`config.mk`:
```
export PLATFORM = sky130hd
export DESIGN_NAME = uart_tx_arbiter
export DESIGN_NICKNAME = d
export VERILOG_FILES = /design/src/rtl/uart_tx_arbiter.sv
export SDC_FILE = /design/constraint.sdc
export NUM_CORES = 1
export LEC_CHECK = 0
export CAP_MARGIN = 20
export CORE_UTILIZATION = 45
export CTS_CLUSTER_SIZE = 40
export DETAILED_ROUTE_END_ITERATION = 8
export GPL_TIMING_DRIVEN = 0
export PLACE_DENSITY_LB_ADDON = 0.1
export SKIP_LAST_GASP = 1
export SLEW_MARGIN = 10
export SYNTH_ARGS = -nofsm -noshare
export SYNTH_HDL_FRONTEND = slang
export SYNTH_SLANG_ARGS = --single-unit
```
`constraint.sdc`:
```
create_clock -name ACLK -period 4.25 [get_ports ACLK]
set_input_delay 0.85 -clock ACLK [delete_from_list [all_inputs] [get_ports ACLK]]
set_output_delay 0.85 -clock ACLK [all_outputs]
set_load 0.01 [all_outputs]
```
`src/rtl/uart_tx_arbiter.sv`:
```
// Round-robin arbiter sharing one uart_tx write port between two byte-stream requesters.
// The owner holds the channel until its last byte or MAX_BURST, and writes are paced against tx_ready.
module uart_tx_arbiter #(
   parameter int unsigned MAX_BURST     = 16,
   parameter int unsigned SETTLE_CYCLES = 1
) (
   input  logic       ACLK,
   input  logic       ARESETn,
   input  logic       req0_valid,
   input  logic [7:0] req0_data,
   input  logic       req0_last,
   output logic       req0_ready,
   input  logic       req1_valid,
   input  logic [7:0] req1_data,
   input  logic       req1_last,
   output logic       req1_ready,
   input  logic       tx_ready,
   output logic       tx_data_reg_wr,
   output logic [7:0] tx_data,
   output logic [1:0] grant,
   output logic       busy
);

   localparam int unsigned DW = 8;
   localparam int unsigned BW = 8;
   localparam int unsigned SW = 4;

   typedef enum logic [1:0] {
      IDLE   = 2'd0,
      SEND   = 2'd1,
      SETTLE = 2'd2
   } state_t;

   state_t          r_state;
   state_t          w_state_nxt;
   logic [1:0]      r_grant;
   logic [1:0]      w_grant_nxt;
   logic            r_owner;
   logic            w_owner_nxt;
   logic            r_rr_ptr;
   logic            w_rr_nxt;
   logic [BW-1:0]   r_burst_cnt;
   logic [BW-1:0]   w_burst_nxt;
   logic [SW-1:0]   r_settle_cnt;
   logic [SW-1:0]   w_settle_nxt;
   logic            r_release;
   logic            w_release_nxt;

   logic            w_wr;
   logic [DW-1:0]   w_tx_data;
   logic [1:0]      w_ready;
   logic            w_own_valid;
   logic [DW-1:0]   w_own_data;
   logic            w_own_last;
   logic [BW-1:0]   w_burst_inc;

   assign w_own_valid = r_owner ? req1_valid : req0_valid;
   assign w_own_data  = r_owner ? req1_data  : req0_data;
   assign w_own_last  = r_owner ? req1_last  : req0_last;
   assign w_burst_inc = r_burst_cnt + BW'(1);

   // State register
   always_ff @(posedge ACLK or negedge ARESETn) begin
      if (!ARESETn) begin
         r_state <= IDLE;
      end else begin
         r_state <= w_state_nxt;
      end
   end

   // Next state, datapath updates and same-cycle write handshake
   always_comb begin
      w_state_nxt   = r_state;
      w_grant_nxt   = r_grant;
      w_owner_nxt   = r_owner;
      w_rr_nxt      = r_rr_ptr;
      w_burst_nxt   = r_burst_cnt;
      w_settle_nxt  = r_settle_cnt;
      w_release_nxt = r_release;
      w_wr          = 1'b0;
      w_tx_data     = '0;
      w_ready       = 2'b00;

      case (r_state)
         IDLE: begin
            if (req0_valid || req1_valid) begin
               w_owner_nxt   = (req0_valid && req1_valid) ? r_rr_ptr : req1_valid;
               w_grant_nxt   = w_owner_nxt ? 2'b10 : 2'b01;
               w_burst_nxt   = '0;
               w_release_nxt = 1'b0;
               w_state_nxt   = SEND;
            end
         end

         SEND: begin
            if (!w_own_valid) begin
               // Owner ran dry: give the channel up without a strobe
               w_grant_nxt = 2'b00;
               w_rr_nxt    = ~r_owner;
               w_state_nxt = IDLE;
            end else if (tx_ready) begin
               w_wr              = 1'b1;
               w_tx_data         = w_own_data;
               w_ready[r_owner]  = 1'b1;
               w_burst_nxt       = w_burst_inc;
               w_settle_nxt      = SW'(SETTLE_CYCLES);
               w_release_nxt     = w_own_last || (w_burst_inc == BW'(MAX_BURST));
               w_state_nxt       = SETTLE;
            end
         end

         SETTLE: begin
            // tx_ready is not trusted until uart_tx flags have caught up with the write
            w_settle_nxt = r_settle_cnt - SW'(1);
            if (r_settle_cnt <= SW'(1)) begin
               if (r_release) begin
                  w_grant_nxt = 2'b00;
                  w_rr_nxt    = ~r_owner;
                  w_state_nxt = IDLE;
               end else begin
                  w_state_nxt = SEND;
               end
            end
         end

         default: begin
            w_grant_nxt = 2'b00;
            w_state_nxt = IDLE;
         end
      endcase
   end

   // Arbitration and pacing registers
   always_ff @(posedge ACLK or negedge ARESETn) begin
      if (!ARESETn) begin
         r_grant      <= 2'b00;
         r_owner      <= 1'b0;
         r_rr_ptr     <= 1'b0;
         r_burst_cnt  <= '0;
         r_settle_cnt <= '0;
         r_release    <= 1'b0;
      end else begin
         r_grant      <= w_grant_nxt;
         r_owner      <= w_owner_nxt;
         r_rr_ptr     <= w_rr_nxt;
         r_burst_cnt  <= w_burst_nxt;
         r_settle_cnt <= w_settle_nxt;
         r_release    <= w_release_nxt;
      end
   end

   assign tx_data_reg_wr = w_wr;
   assign tx_data        = w_tx_data;
   assign req0_ready     = w_ready[0];
   assign req1_ready     = w_ready[1];
   assign grant          = r_grant;
   assign busy           = (r_state != IDLE);

endmodule

```
==> impl_metrics.csv <==
group,metric,value,unit
global_routing,grt_pass1_vias,1242,
placed_design,gp_congestion,0.818,
floorplan,die_w,57.1,µm
routing,viasPerCell,5.77,
placed_design,dp_cells,209,
critical_path,worstReg2RegStart,"r_state[0]$_DFFE_PN0P_",
timing,max_freq,0.279,GHz
global_routing,grt_pass1_wl,5660,µm
power,worst_ir_drop_vdd,0.000194,V
critical_path,r2r_setup_slack,2.40,ns
clock_tree,clock_sinks,19,
clock_tree,post_cts_buffers,0,
clock_tree,clk_pin_slew,0.11,ns
layout,drive_gt1_share,10.4,%
timing,tns,0,ns
clock_tree,cts_tree,"yes",
global_routing,grt_max_degree,20,
critical_path,worstRegToRegCells,6,
power,power_per_cell_area,502,mW/mm²
layout,diodes,0,
clock_tree,root_buffer,"clkbuf_4",
routing,antenna_left,0,
synthesis,synthesis.nets,172,
critical_path,startpoint_type,"primary input",
timing,tightest_slew,0.916,ns
critical_path,end_kind,"primary output",
power,total_power,898,µW
clock_tree,cts_made_buffers,3,
routing,dr_total_vias,1229,
flow_run,cap_violations,0,
timing,setup_viol,0,
synthesis,synth_top_area_share,34.9,%
critical_path,timing.rr.end,"r_burst_cnt[7]$_DFFE_PN0P_",
global_routing,globalRouteTotalUtil,22.4,%
synthesis,async_reset_ff_share,100,%
worst_hold_path,hp-class,"flip-flop to flip-flop",
synthesis,yosysSeqAreaShare,34.9,%
synthesis,yosysWarningCount,0,
critical_path,path_class,"primary input to primary output",
synthesis,netlist_area,0.00136,mm²
timing,drv_slew,0,
synthesis,synth-seq-cells,19,
placed_design,dp_hpwl,2460,µm
clock_tree,post_cts_resized,0,
layout,synthToLayoutAreaGrowth,31.3,%
power,power_leakage,0.802,nW
synthesis,netlist_top_cells_area,"dfrtp_1 (35%), mux2i_1 (9.5%), ha_1 (6.4%)",
outcome,outcome,"finished, violations left",
routing,first_iter_violations,47,
layout,final_cell_area,0.00179,mm²
synthesis,synth.largest_area_cell,"dfrtp_1",
floorplan,core-area,0.00281,mm²
critical_path,worstSetupEndpoint,"tx_data[2]",
clock_tree,cts_buffer_depth,2,
floorplan,die_area,0.00325,mm²
layout,mostFrequentLayoutCell,"clkdlybuf4s50_1",
clock_tree,clk_latency,0.30,ns
timing,hold_viol,0,
synthesis,synth_cells,142,
global_routing,antenna_found_initial,0,
critical_path,crit_fanout,10,
clock_tree,h-tree-depth,1,
routing,wl_per_cell,15.3,µm
timing,post-route-period-util,84.2,%
floorplan,die_y,57.1,µm
timing,max-slew-margin-rel,38.7,%
global_routing,gr-total-overflow,0,
critical_path,cp-startpoint,"req1_valid",
routing,firstDrtPassIters,6,
placed_design,placed_area,0.00176,mm²
floorplan,std_cell_rows,19,
clock_tree,hold_buffers,0,
routing,drc,3,
synthesis,syn_avg_cell_area,9.60,µm²
synthesis,synth_edf_count,0,
timing,skew,0.000648,ns
floorplan,initial_core_util,48.6,%
layout,fin_cells,213,
floorplan,pin_count,37,
outcome,violations,"design-rule violations",
synthesis,synth_flop_cell,"dfrtp_1",
synthesis,ys_types,48,
placed_design,portBuffers,36,
critical_path,arrival,2.73,ns
layout,mostFrequentLayoutCells,"clkdlybuf4s50_1 (36), dfrtp_1 (19), mux2i_1 (13)",
timing,rsz0062_at_grt,"no",
routing,drt_wl_total,3250,µm
layout,fin_nets,213,
critical_path,cp.required,3.40,ns
timing,period_needed,3.58,ns
[power by group]
group          switching [mW]  total [mW]  leakage [nW]  internal [mW]
Sequential             0.0339       0.257         0.249          0.223
Combinational           0.286       0.545         0.534          0.259
Clock                  0.0611      0.0962        0.0177         0.0352
Total                   0.381       0.898         0.802          0.517
[metrics by stage]
stage | hold slack, ns | worst slack (ns) | util [%]
global placement | 0.475 | 0.687 | 62.8
finish | 0.510 | 0.671 | 63.8
floorplan | 0.494 | 1.78 | -
CTS | 0.522 | 0.670 | 63.8
global route | 0.553 | 0.571 | 63.8
detailed placement | 0.495 | 0.680 | 62.8
[sequential cells by signal (all words and copies together), names as in the netlist]
register and count:
r_owner 1, r_release 1, r_burst_cnt 8, r_state 2, r_rr_ptr 1, r_settle_cnt 4, grant 2
[cell usage after synthesis, types with 2 or more instances]
cell type and count:
xnor2_1 2, o21ai_1 4, buf_6 2, o31ai_2 2, o21ai_2 2, nand2b_1 2, nor2b_1 2, mux2i_1 13
inv_1 6, inv_2 2, nor3_1 3, mux2_1 2, a21o_1 2, nor2_1 11, clkbuf_1 2, and3_1 5
dfrtp_1 19, nand2_1 9, a31oi_1 4, ha_1 7, a2bb2oi_1 3, o211ai_1 2, a21oi_1 6, nand3b_1 3
nand3_1 4
[routing by layer]
| layer | global-route usage [%] | vias to the layer above | share of wire (%) |
|---|---|---|---|
| met4 | 8.71 | 0 | 2.0 |
| met1 | 27.5 | 592 | 43 |
| li1 | - | 608 | - |
| met2 | 39.8 | 22 | 52 |
| met3 | 2.72 | 7 | 3.0 |
| met5 | 0 | - | 0 |
[worst max-delay path: stages]
cell             delay, ns
clkdlybuf4s50_1       0.59
mux2_4                0.24
nand3_4               0.13
buf_2                 0.22
nor2_1                0.13
clkdlybuf4s50_1       0.56
[kinds of logic (layout without fill, tap and decap cells)]
kind of cell	after synthesis	after routing	synth area share (%)
AOI/OAI and AO/OA	37	37	20.3
and+or+nand+nor	47	47	19.3
adders and majority gates	7	7	6.42
DFF	19	19	34.9
buffers and inverters	13	53	4.77
xor gates and xnor gates	2	2	1.28
muxes	17	17	13.1
[area by class of cell]
class	instances	area (µm²)
fill	252	1010
multi-input combinational	110	823
sequential	19	475
timing repair buffer	36	360
tap	31	38.8
buffer	5	35.0
inverter	8	30.0
clock buffer	3	22.5
clock inverter	1	5.00
[worst min path at each step]
stage	from	endpoint	slack, ns	depth (start not counted)
2_1_floorplan	r_burst_cnt[7]$_DFFE_PN0P_	r_burst_cnt[7]$_DFFE_PN0P_	0.49	1
3_3_place_gp	grant[1]$_DFFE_PN0P_	grant[1]$_DFFE_PN0P_	0.48	1
3_5_place_dp	grant[1]$_DFFE_PN0P_	grant[1]$_DFFE_PN0P_	0.49	1
4_1_cts	grant[1]$_DFFE_PN0P_	grant[1]$_DFFE_PN0P_	0.52	1
5_1_grt	grant[1]$_DFFE_PN0P_	grant[1]$_DFFE_PN0P_	0.55	1
6_report	grant[1]$_DFFE_PN0P_	grant[1]$_DFFE_PN0P_	0.51	1
Power figures use the tool's default switching activity.
